<file path="src/rtl/dht11_pkg.sv">
// dht11_pkg: shared types and frame constants for the single-wire sensor reader.
package dht11_pkg;

  typedef enum logic [2:0] {
    ST_IDLE,
    ST_START_LOW,
    ST_WAIT_RESP,
    ST_ACK_LOW,
    ST_ACK_HIGH,
    ST_BIT_LOW,
    ST_BIT_HIGH,
    ST_CHECK
  } state_e;

  localparam int FRAME_BITS    = 40;
  localparam int BYTE_HUM_INT  = 0;
  localparam int BYTE_HUM_DEC  = 1;
  localparam int BYTE_TMP_INT  = 2;
  localparam int BYTE_TMP_DEC  = 3;
  localparam int BYTE_CHECKSUM = 4;

  // Byte 0 arrives first, so it sits in the most significant byte of the frame.
  function automatic logic [7:0] frame_byte(input logic [FRAME_BITS-1:0] frame, input int idx);
    return 8'(frame >> (8 * (4 - idx)));
  endfunction

endpackage

</file>
<file path="src/rtl/dht11_reader_if.sv">
// dht11_reader_if: host-side handshake, sensor pad and result bus of the reader.
interface dht11_reader_if;
  logic       start;
  logic       dht_in;
  logic       dht_oe;
  logic       busy;
  logic       valid;
  logic       crc_err;
  logic       timeout_err;
  logic [7:0] hum_int;
  logic [7:0] hum_dec;
  logic [7:0] tmp_int;
  logic [7:0] tmp_dec;
  logic       th;
  logic       tl;

  modport master (
    output start, dht_in,
    input  dht_oe, busy, valid, crc_err, timeout_err,
    input  hum_int, hum_dec, tmp_int, tmp_dec, th, tl
  );

  modport slave (
    input  start, dht_in,
    output dht_oe, busy, valid, crc_err, timeout_err,
    output hum_int, hum_dec, tmp_int, tmp_dec, th, tl
  );
endinterface

</file>
<file path="src/rtl/dht11_sync.sv">
// dht11_sync: 2-FF synchroniser for the sensor pad with rise/fall pulses.
module dht11_sync (
  input  logic clk,
  input  logic rst_n,
  input  logic i_async,
  output logic o_rise,
  output logic o_fall
);
  logic r_meta, r_sync, r_prev;

  // The idle line is pulled up, so reset to 1 to avoid a false edge on release.
  always_ff @(posedge clk or negedge rst_n) begin
    if (!rst_n) begin
      r_meta <= 1'b1;
      r_sync <= 1'b1;
      r_prev <= 1'b1;
    end else begin
      r_meta <= i_async;
      r_sync <= r_meta;
      r_prev <= r_sync;
    end
  end

  assign o_rise = r_sync & ~r_prev;
  assign o_fall = ~r_sync & r_prev;
endmodule

</file>
<file path="src/rtl/dht11_reader.sv">
// dht11_reader: issues the host start pulse, decodes the 40-bit response by
// pulse width, verifies the checksum and keeps hysteresis temperature flags.
import dht11_pkg::*;

module dht11_reader #(
  parameter int START_LOW_CYC  = 18000,
  parameter int BIT_THRESH_CYC = 50,
  parameter int TIMEOUT_CYC    = 200,
  parameter int POLL_CYC       = 0,
  parameter int TEMP_HI        = 35,
  parameter int TEMP_LO        = 10,
  parameter int HYST           = 2
) (
  input logic           clk,
  input logic           rst_n,
  dht11_reader_if.slave bus
);
  localparam int CNT_MAX   = (START_LOW_CYC > TIMEOUT_CYC) ? START_LOW_CYC : TIMEOUT_CYC;
  localparam int CW        = $clog2(CNT_MAX + 1);
  localparam int BW        = $clog2(FRAME_BITS + 1);
  localparam int PW        = (POLL_CYC > 1) ? $clog2(POLL_CYC) : 1;
  localparam int POLL_LAST = (POLL_CYC > 0) ? POLL_CYC - 1 : 0;

  state_e                r_state, w_next;
  logic [CW-1:0]         r_cnt;
  logic [BW-1:0]         r_bitcnt;
  logic [FRAME_BITS-1:0] r_shift;
  logic [PW-1:0]         r_poll;
  logic                  w_rise, w_fall, w_poll_tick, w_wait_to, w_cnt_done, w_bit;
  logic [7:0]            w_sum, w_tmp;
  logic                  w_th_next, w_tl_next;
  logic                  r_valid, r_crc_err, r_timeout_err, r_th, r_tl;
  logic [7:0]            r_hum_int, r_hum_dec, r_tmp_int, r_tmp_dec;

  dht11_sync u_sync (
    .clk     (clk),
    .rst_n   (rst_n),
    .i_async (bus.dht_in),
    .o_rise  (w_rise),
    .o_fall  (w_fall)
  );

  assign w_poll_tick = (POLL_CYC != 0) && (r_poll == PW'(POLL_LAST));
  assign w_cnt_done  = (r_cnt >= CW'(TIMEOUT_CYC - 1));
  assign w_bit       = (r_cnt > CW'(BIT_THRESH_CYC));
  assign w_sum       = frame_byte(r_shift, BYTE_HUM_INT) + frame_byte(r_shift, BYTE_HUM_DEC)
                     + frame_byte(r_shift, BYTE_TMP_INT) + frame_byte(r_shift, BYTE_TMP_DEC);

  always_ff @(posedge clk or negedge rst_n) begin
    if (!rst_n) r_state <= ST_IDLE;
    else        r_state <= w_next;
  end

  // Any wait state that sees no edge before the shared counter expires aborts to IDLE.
  always_comb begin
    w_next    = r_state;
    w_wait_to = 1'b0;
    unique case (r_state)
      ST_IDLE:      if (bus.start || w_poll_tick) w_next = ST_START_LOW;
      ST_START_LOW: if (r_cnt == CW'(START_LOW_CYC - 1)) w_next = ST_WAIT_RESP;
      ST_WAIT_RESP: if (w_fall) w_next = ST_ACK_LOW;
      ST_ACK_LOW:   if (w_rise) w_next = ST_ACK_HIGH;
      ST_ACK_HIGH:  if (w_fall) w_next = ST_BIT_LOW;
      ST_BIT_LOW:   if (w_rise) w_next = ST_BIT_HIGH;
      ST_BIT_HIGH:  if (w_fall) w_next = (r_bitcnt == BW'(FRAME_BITS - 1)) ? ST_CHECK : ST_BIT_LOW;
      ST_CHECK:     w_next = ST_IDLE;
      default:      w_next = ST_IDLE;
    endcase
    if (w_next == r_state && w_cnt_done &&
        r_state inside {ST_WAIT_RESP, ST_ACK_LOW, ST_ACK_HIGH, ST_BIT_LOW, ST_BIT_HIGH}) begin
      w_next    = ST_IDLE;
      w_wait_to = 1'b1;
    end
  end

  always_comb begin
    bus.busy        = (r_state != ST_IDLE);
    bus.dht_oe      = (r_state == ST_START_LOW);
    bus.valid       = r_valid;
    bus.crc_err     = r_crc_err;
    bus.timeout_err = r_timeout_err;
    bus.hum_int     = r_hum_int;
    bus.hum_dec     = r_hum_dec;
    bus.tmp_int     = r_tmp_int;
    bus.tmp_dec     = r_tmp_dec;
    bus.th          = r_th;
    bus.tl          = r_tl;
  end

  always_comb begin
    w_tmp     = frame_byte(r_shift, BYTE_TMP_INT);
    w_th_next = r_th;
    w_tl_next = r_tl;
    if (w_tmp >= 8'(TEMP_HI))             w_th_next = 1'b1;
    else if (w_tmp < 8'(TEMP_HI - HYST))  w_th_next = 1'b0;
    if (w_tmp <= 8'(TEMP_LO))             w_tl_next = 1'b1;
    else if (w_tmp > 8'(TEMP_LO + HYST))  w_tl_next = 1'b0;
  end

  always_ff @(posedge clk or negedge rst_n) begin
    if (!rst_n) begin
      r_poll <= '0;
    end else if (w_poll_tick || POLL_CYC == 0) begin
      r_poll <= '0;
    end else begin
      r_poll <= r_poll + 1'b1;
    end
  end

  // The counter restarts on every state change so it times both waits and high widths.
  always_ff @(posedge clk or negedge rst_n) begin
    if (!rst_n) begin
      r_cnt         <= '0;
      r_bitcnt      <= '0;
      r_shift       <= '0;
      r_valid       <= 1'b0;
      r_crc_err     <= 1'b0;
      r_timeout_err <= 1'b0;
      r_hum_int     <= 8'h00;
      r_hum_dec     <= 8'h00;
      r_tmp_int     <= 8'h00;
      r_tmp_dec     <= 8'h00;
      r_th          <= 1'b0;
      r_tl          <= 1'b0;
    end else begin
      r_valid       <= 1'b0;
      r_crc_err     <= 1'b0;
      r_timeout_err <= w_wait_to;
      if (r_state == ST_IDLE || r_state != w_next) r_cnt <= '0;
      else if (r_cnt != CW'(CNT_MAX))              r_cnt <= r_cnt + 1'b1;
      if (r_state == ST_IDLE && w_next == ST_START_LOW) begin
        r_bitcnt <= '0;
        r_shift  <= '0;
      end
      if (r_state == ST_BIT_HIGH && w_fall) begin
        r_shift  <= {r_shift[FRAME_BITS-2:0], w_bit};
        r_bitcnt <= r_bitcnt + 1'b1;
      end
      if (r_state == ST_CHECK) begin
        if (w_sum == frame_byte(r_shift, BYTE_CHECKSUM)) begin
          r_valid   <= 1'b1;
          r_hum_int <= frame_byte(r_shift, BYTE_HUM_INT);
          r_hum_dec <= frame_byte(r_shift, BYTE_HUM_DEC);
          r_tmp_int <= frame_byte(r_shift, BYTE_TMP_INT);
          r_tmp_dec <= frame_byte(r_shift, BYTE_TMP_DEC);
          r_th      <= w_th_next;
          r_tl      <= w_tl_next;
        end else begin
          r_crc_err <= 1'b1;
        end
      end
    end
  end
endmodule
</file>
<file path="src/flat_wrapper.sv">
// flat-port wrapper written by rule: the top's interface ports become plain ports
module dht11_reader_flat 
#(
  parameter int START_LOW_CYC  = 18000,
  parameter int BIT_THRESH_CYC = 50,
  parameter int TIMEOUT_CYC    = 200,
  parameter int POLL_CYC       = 0,
  parameter int TEMP_HI        = 35,
  parameter int TEMP_LO        = 10,
  parameter int HYST           = 2
)
  (clk, rst_n, bus_start, bus_dht_in, bus_dht_oe, bus_busy, bus_valid, bus_crc_err, bus_timeout_err, bus_hum_int, bus_hum_dec, bus_tmp_int, bus_tmp_dec, bus_th, bus_tl);
  dht11_reader_if bus_i ();
  input logic clk;
  input logic rst_n;
  input wire logic [$bits(bus_i.start)-1:0] bus_start;
  input wire logic [$bits(bus_i.dht_in)-1:0] bus_dht_in;
  output wire logic [$bits(bus_i.dht_oe)-1:0] bus_dht_oe;
  output wire logic [$bits(bus_i.busy)-1:0] bus_busy;
  output wire logic [$bits(bus_i.valid)-1:0] bus_valid;
  output wire logic [$bits(bus_i.crc_err)-1:0] bus_crc_err;
  output wire logic [$bits(bus_i.timeout_err)-1:0] bus_timeout_err;
  output wire logic [$bits(bus_i.hum_int)-1:0] bus_hum_int;
  output wire logic [$bits(bus_i.hum_dec)-1:0] bus_hum_dec;
  output wire logic [$bits(bus_i.tmp_int)-1:0] bus_tmp_int;
  output wire logic [$bits(bus_i.tmp_dec)-1:0] bus_tmp_dec;
  output wire logic [$bits(bus_i.th)-1:0] bus_th;
  output wire logic [$bits(bus_i.tl)-1:0] bus_tl;
  assign bus_i.start = bus_start;
  assign bus_i.dht_in = bus_dht_in;
  assign bus_dht_oe = bus_i.dht_oe;
  assign bus_busy = bus_i.busy;
  assign bus_valid = bus_i.valid;
  assign bus_crc_err = bus_i.crc_err;
  assign bus_timeout_err = bus_i.timeout_err;
  assign bus_hum_int = bus_i.hum_int;
  assign bus_hum_dec = bus_i.hum_dec;
  assign bus_tmp_int = bus_i.tmp_int;
  assign bus_tmp_dec = bus_i.tmp_dec;
  assign bus_th = bus_i.th;
  assign bus_tl = bus_i.tl;
  dht11_reader #(.START_LOW_CYC(START_LOW_CYC), .BIT_THRESH_CYC(BIT_THRESH_CYC), .TIMEOUT_CYC(TIMEOUT_CYC), .POLL_CYC(POLL_CYC), .TEMP_HI(TEMP_HI), .TEMP_LO(TEMP_LO), .HYST(HYST)) u_core (.clk(clk), .rst_n(rst_n), .bus(bus_i));
endmodule
</file>
<file path="config.mk">
export PLATFORM = sky130hd
export DESIGN_NAME = dht11_reader_flat
export DESIGN_NICKNAME = d
export VERILOG_FILES = /design/src/rtl/dht11_pkg.sv /design/src/rtl/dht11_reader_if.sv /design/src/rtl/dht11_sync.sv /design/src/rtl/dht11_reader.sv /design/src/flat_wrapper.sv
export SDC_FILE = /design/constraint.sdc
export NUM_CORES = 1
export LEC_CHECK = 0
export BUFFER_PORTS_ARGS = -buffer_cell sky130_fd_sc_hd__buf_2
export CORE_MARGIN = 8
export CORE_UTILIZATION = 40
export DETAILED_ROUTE_END_ITERATION = 12
export GPL_TIMING_DRIVEN = 0
export PLACE_DENSITY = 0.61
export SLEW_MARGIN = 15
export SYNTH_ARGS = -nofsm -noshare
export SYNTH_HDL_FRONTEND = slang
export SYNTH_SLANG_ARGS = --single-unit
</file>
<file path="constraint.sdc">
create_clock -name clk -period 10.47 [get_ports clk]
set_input_delay 1.5705 -clock clk [delete_from_list [all_inputs] [get_ports clk]]
set_output_delay 1.5705 -clock clk [all_outputs]
set_load 0.05 [all_outputs]
</file>
* Word-level counts from Yosys, hierarchy flattened
Index checks and enable logic that the tools add are counted.
Storage, ports and cells: flip-flop bits (word level) 104, input port bits 4, word-level logic and storage cells 85
Cells by class: $add $sub $neg 5, $lt $le $gt $ge 6, equal/unequal tests 14, muxes and demuxes 25, bitwise operators 4, reductions and logical operators 15
Operator list (number):
- 2-to-1 mux 40 bit | 2
- 2-to-1 mux 15 bit | 2
- adder 8 bit | 3
- 2-to-1 mux 3 bit | 8
- one-hot mux 3 bit (8 select lines) | 1
- adder 15 x 1 -> 15 bit, second input constant | 1
- == test 15 bit, second input constant | 1
- >= comparator 15 x 8 -> 1 bit, second input constant | 1
- greater-than comparator 15 x 6 -> 1 bit, second input constant | 1
- inequality test 15 bit, second input constant | 1
- == test 3 bit, second input constant | 4
- 2-to-1 mux 6 bit | 2
- 2-to-1 mux 1 bit | 9
- == test 8 bit | 1
- >= comparator 8 x 6 -> 1 bit, second input constant | 1
- greater-than comparator 8 x 4 -> 1 bit, second input constant | 1
- <= comparator 8 x 4 -> 1 bit, second input constant | 1
- less-than comparator 8 x 6 -> 1 bit, second input constant | 1
- nonzero test 2 bit | 4
- adder 6 x 1 -> 6 bit, second input constant | 1
- == test 3 x 1 -> 1 bit, second input constant | 2
- == test 3 x 2 -> 1 bit, second input constant | 2
- == test 6 bit, second input constant | 1
- AND reduction 3 bit | 2
- 11 further kinds | 16

* Depth between registers and ports, before layout
depth after elaboration 12, depth in mapped cells 12

* Hierarchy
Synthesis repeated with hierarchy kept, for this count alone.
Second synthesis, totals: cell total of the unflattened synthesis 422, area total of the unflattened synthesis 5112.4 um^2
By module, submodules not included:
- dht11_reader | times used 1, cells an instance 417, area each 5018.6 um^2, seq. area each 2527.4 um^2
- dht11_sync | times used 1, cells an instance 5, area each 93.8 um^2, seq. area each 78.8 um^2

* Least setup slack after synthesis
No wires, ideal clock.
kind register -> register, from register u_core.r_shift[17], to register u_core.r_hum_dec[0] (netlist: u_core.bus.hum_dec[0]), library setup time 0.125 ns, data arrival time 3.506 ns, data required time 10.345 ns, slack 6.839 ns, stages on the path, launching flop included 11, buffers on the path 1, cell sequence dfrtp_1 > fa_1 > fa_1 > ha_1 > fa_1 > xor2_1 > nor3_1 > nand4_1 > nor3_4 > buf_6 > mux2_2
Between the ends: word-level cells in the longest chain between the ends 4
Ends and longest elaborated chain:
- start, declared | RTL line dht11_reader.sv:27 | logic [FRAME_BITS-1:0] r_shift;
- start signal, assigned | RTL line dht11_reader.sv:136 | r_shift <= {r_shift[FRAME_BITS-2:0], w_bit};
- adder 8 bit (2 in a row) | RTL line dht11_reader.sv:47 | + frame_byte(r_shift, BYTE_TMP_INT) + frame_byte(r_shift, BYTE_TMP_DEC);
- == test 8 bit | RTL line dht11_reader.sv:140 | if (w_sum == frame_byte(r_shift, BYTE_CHECKSUM)) begin
- AND reduction 2 bit (no source line)
- end signal, assigned | RTL line dht11_reader.sv:143 | r_hum_dec <= frame_byte(r_shift, BYTE_HUM_DEC);
- end, declared | RTL line dht11_reader.sv:33 | logic [7:0] r_hum_int, r_hum_dec, r_tmp_int, r_tmp_dec;
No other way between the ends. A chain may end at the register's enable or synchronous reset.

* Worst setup path in the final report
from register u_core.r_shift[17], to register u_core.r_tmp_dec[5] (netlist: u_core.bus.tmp_dec[5])
Between the ends: word-level cells in the longest chain between the ends 4
Ends and longest elaborated chain:
- adder 8 bit (2 in a row) | RTL line dht11_reader.sv:47
- == test 8 bit | RTL line dht11_reader.sv:140
- AND reduction 2 bit (no source line)
- end signal, assigned | RTL line dht11_reader.sv:145 | r_tmp_dec <= frame_byte(r_shift, BYTE_TMP_DEC);
- end, declared | RTL line dht11_reader.sv:33
No other way between the ends.

==> impl_metrics.prom <==
# TYPE chip_impl_metric gauge
chip_impl_info{name="status",value="complete, no violations"} 1
chip_impl_metric{name="sequential_element_share_of_the_synthesized_area",unit=""} 0.5148
chip_impl_metric{name="cts_buffers",unit=""} 9
chip_impl_info{name="clock-root-buffer",value="sky130_fd_sc_hd__clkbuf_16"} 1
chip_impl_info{name="layout.cells.most_common_list",value="sky130_fd_sc_hd__dfrtp_1, sky130_fd_sc_hd__buf_2, sky130_fd_sc_hd__nor2_1, sky130_fd_sc_hd__a22o_1, sky130_fd_sc_hd__nand2_1"} 1
chip_impl_info{name="critical_path_source_type",value="register"} 1
chip_impl_info{name="cp-end-kind",value="register"} 1
chip_impl_metric{name="worstMarginPinSlew",unit="ns"} 0.9304
chip_impl_info{name="global_route.peak_usage_layer",value="met2"} 1
chip_impl_metric{name="final_period_minus_worst_setup_slack",unit="ns"} 4.207
chip_impl_metric{name="tcrit_tclk_final",unit=""} 0.4018
chip_impl_metric{name="detailedRoute.firstPassIterationCount",unit=""} 4
chip_impl_metric{name="finish.net_count",unit=""} 511
chip_impl_metric{name="num_io_pins",unit=""} 43
chip_impl_metric{name="syn-num-nets",unit=""} 457
chip_impl_metric{name="synth_async_sr_flop_share",unit=""} 1.000
chip_impl_metric{name="cp_data_arrival_time",unit="ns"} 4.44
chip_impl_metric{name="maxSlewHeadroom",unit=""} 0.3749
chip_impl_metric{name="maximum_number_of_pins_on_one_net_before_global_route_repair",unit=""} 64
chip_impl_info{name="timing.setup.critical_path_class",value="reg2reg"} 1
chip_impl_metric{name="ctsHoldBuffers",unit=""} 0
chip_impl_metric{name="dp.final_hpwl",unit="mm"} 7.653
chip_impl_metric{name="ys_warn_count",unit=""} 0
chip_impl_metric{name="antenna_found_initial",unit=""} 0
chip_impl_metric{name="fp-row-count",unit=""} 41
chip_impl_metric{name="wl_per_cell",unit="um"} 16.12
chip_impl_info{name="critical_path.slowest_cell",value="sky130_fd_sc_hd__nor3_4"} 1
chip_impl_metric{name="cts_max_path_buffers",unit=""} 2
chip_impl_metric{name="numPortBuffers",unit=""} 42
chip_impl_metric{name="core_area",unit="um2"} 12470
chip_impl_metric{name="edff_count_synth",unit=""} 0
chip_impl_metric{name="average_via_count_per_standard_cell",unit=""} 5.266
chip_impl_metric{name="slew_violations",unit=""} 0
chip_impl_info{name="library_cell_with_the_largest_summed_area_after_synthesis",value="sky130_fd_sc_hd__dfrtp_1"} 1
chip_impl_info{name="tritoncts_clock_tree",value="yes"} 1
chip_impl_metric{name="gate_count_post_synth",unit=""} 428
chip_impl_metric{name="netlist_area_before_placement",unit="um2"} 5062
chip_impl_metric{name="final_antenna_net_count",unit=""} 0
chip_impl_metric{name="vias_in_the_first_global_route",unit=""} 3495
chip_impl_metric{name="power_density",unit="nW/um2"} 138.4
chip_impl_info{name="cp_common_cell",value="sky130_fd_sc_hd__fa_1"} 1
chip_impl_metric{name="netlist.area_leader.share",unit=""} 0.4993
chip_impl_metric{name="dpl-instance-area",unit="um2"} 5522
chip_impl_metric{name="syn-mean-instance-area",unit="um2"} 11.83
chip_impl_metric{name="setup-tns-final",unit="ns"} 0
chip_impl_info{name="class_of_the_most_critical_hold_timing_path",value="reg2reg"} 1
chip_impl_metric{name="gr-usage-met1",unit=""} 0.1912
chip_impl_metric{name="finalWeightedCongestion",unit=""} 0.8635
chip_impl_metric{name="final.setup_skew",unit="ns"} 0.003416
chip_impl_metric{name="start_util",unit=""} 0.4061
chip_impl_metric{name="post-cts-setup-buffers",unit=""} 0
chip_impl_metric{name="grtUsageMet3",unit=""} 0.02979
chip_impl_metric{name="clkTransAtPathRegs",unit="ns"} 0.06
chip_impl_metric{name="grt.overflow.total",unit=""} 0
chip_impl_metric{name="timing.fmax",unit="GHz"} 0.2377
chip_impl_metric{name="final_design_area_no_fill",unit="um2"} 5777
chip_impl_info{name="synth-main-ff-cell",value="sky130_fd_sc_hd__dfrtp_1"} 1
chip_impl_metric{name="yosys.cell_types.count",unit=""} 49
chip_impl_metric{name="peakVddDrop",unit="V"} 0.00007426
chip_impl_metric{name="design_power_total",unit="uW"} 799.8
chip_impl_metric{name="die_h",unit="um"} 128.5
chip_impl_metric{name="grt_util_met2",unit=""} 0.2136
chip_impl_metric{name="drc",unit=""} 0
chip_impl_metric{name="grt_use_total",unit=""} 0.1405
chip_impl_metric{name="worst_skew_pair.late_latency",unit="ns"} 0.35
chip_impl_metric{name="via_count_of_the_routed_design",unit=""} 3465
chip_impl_metric{name="hold_violations",unit=""} 0
chip_impl_metric{name="global_route_wire_length_before_repair",unit="mm"} 18.20
chip_impl_metric{name="required_time_of_the_critical_path",unit="ns"} 10.70
chip_impl_metric{name="clock_sink_count",unit=""} 104
chip_impl_metric{name="clock_tree.htree_level_count",unit=""} 3
chip_impl_metric{name="postCtsResizedCells",unit=""} 0
chip_impl_info{name="mostFrequentLayoutCell",value="sky130_fd_sc_hd__dfrtp_1"} 1
chip_impl_metric{name="area_growth",unit="%"} 14.11
chip_impl_metric{name="worst-path-max-fanout",unit=""} 10
chip_impl_metric{name="cap_viol_max_count",unit=""} 0
chip_impl_metric{name="cpPeakStageDelay",unit="ns"} 0.59
chip_impl_metric{name="synth-seq-cells",unit=""} 104
chip_impl_metric{name="setup-violations-final",unit=""} 0
chip_impl_metric{name="detail_route.wirelength",unit="mm"} 10.61
chip_impl_metric{name="first_iter_violations",unit=""} 256
chip_impl_info{name="synth.area.top_cells",value="sky130_fd_sc_hd__dfrtp_1, sky130_fd_sc_hd__mux2_2, sky130_fd_sc_hd__a22o_1"} 1
chip_impl_info{name="setup_repair_after_global_routing_missed_its_margin",value="no"} 1
chip_impl_metric{name="die_width",unit="um"} 128.5
chip_impl_metric{name="leakagePower",unit="nW"} 2.884
chip_impl_metric{name="finalCoreUtilization",unit=""} 0.4634
chip_impl_metric{name="antenna_cells_inserted",unit=""} 0
chip_impl_info{name="timing.critical_path.cells",value="fa_1, fa_1, ha_1, fa_1, xor2_1, nor3_1, nand4_1, nor3_4, buf_6, mux2_2"} 1
chip_impl_metric{name="drive_gt1_frac",unit=""} 0.2058
chip_impl_metric{name="die_area",unit="um2"} 16510
[where the power goes]
part	leakage, nW	internal (mW)	switching [mW]
sequential	1.43	0.414	0.0124
combinational	1.33	0.0266	0.0472
clock	0.127	0.160	0.140
total	2.88	0.601	0.199
[through the flow]
stage	setup WS, ns	hold WS (ns)	std cells
6_report	6.263	0.3572	658
4_1_cts	6.225	0.3600	658
3_5_place_dp	6.323	0.3503	643
3_3_place_gp	6.314	0.3461	642
2_1_floorplan	6.839	0.3452	428
5_1_grt	6.042	0.3618	658
[kinds of logic after synthesis]
group	Yosys count	synth area share
fa+ha+maj	25	0.08255
buf+inv	30	0.02719
xor+xnor	33	0.05709
compound gates	88	0.1337
mux	32	0.07118
flops	104	0.5148
simple gates	116	0.1134
[area by class of cell]
type,instances,area [um2]
fill,1171,6689
sequential,104,2606
multi-input combinational,294,2318
timing repair buffer,43,244.0
clock buffer,12,236.5
tap,172,215.2
buffer,18,92.59
inverter,12,45.04
clock inverter,3,18.77
[path summary, 6_finish.rpt]
check | startpoint | depth (start not counted) | slack, ns | endpoint
setup reg to reg | u_core.r_shift[17] | 10 | 6.26 | u_core.bus.tmp_dec[5]
max in group asynchronous | rst_n | 2 | 8.65 | u_core.u_sync.r_meta
hold reg to reg | u_core.u_sync.r_meta | 0 | 0.36 | u_core.u_sync.r_sync
hold / removal | u_core.u_sync.r_meta | 0 | 0.36 | u_core.u_sync.r_sync
min in group asynchronous | rst_n | 1 | 1.14 | u_core.bus.crc_err
setup / recovery | u_core.r_shift[17] | 10 | 6.26 | u_core.bus.tmp_dec[5]
[synth_stat cells, types with 4 or more instances]
cell / count
sky130_fd_sc_hd__nor4_1: 5
sky130_fd_sc_hd__a22o_1: 36
sky130_fd_sc_hd__nand3_1: 10
sky130_fd_sc_hd__xnor2_1: 15
sky130_fd_sc_hd__a21oi_1: 14
sky130_fd_sc_hd__clkbuf_1: 13
sky130_fd_sc_hd__o21ai_0: 12
sky130_fd_sc_hd__xor2_1: 18
sky130_fd_sc_hd__a211oi_1: 4
sky130_fd_sc_hd__nand2_1: 31
sky130_fd_sc_hd__nand4_1: 5
sky130_fd_sc_hd__nand2b_1: 4
sky130_fd_sc_hd__nor2_1: 37
sky130_fd_sc_hd__nor3_1: 9
sky130_fd_sc_hd__fa_1: 14
sky130_fd_sc_hd__mux2_2: 29
sky130_fd_sc_hd__inv_1: 12
sky130_fd_sc_hd__dfrtp_1: 101
sky130_fd_sc_hd__ha_1: 11
[critical path, delay by kind of cell (launching register included)]
family        cells  cell delay [ns]
mux               1             0.35
flops             1             0.47
simple gates      3             1.13
fa+ha+maj         4             1.75
xor+xnor          1             0.16
buf+inv           1             0.24
[state kept, by name, summed over array words and instances (netlist names), 3 cells and up]
signal / cells
u_core.bus.hum_int: 8
u_core.r_bitcnt: 6
u_core.bus.hum_dec: 8
u_core.r_state: 3
u_core.bus.tmp_int: 8
u_core.bus.tmp_dec: 8
u_core.r_cnt: 15
u_core.r_shift: 40
[per-layer routing]
layer	part of all wire	vias up
li1	-	1649
met2	0.45	55
met1	0.49	1748
met4	0.017	0
met3	0.039	13
met5	0	-
(Power assumes the default switching activity.)
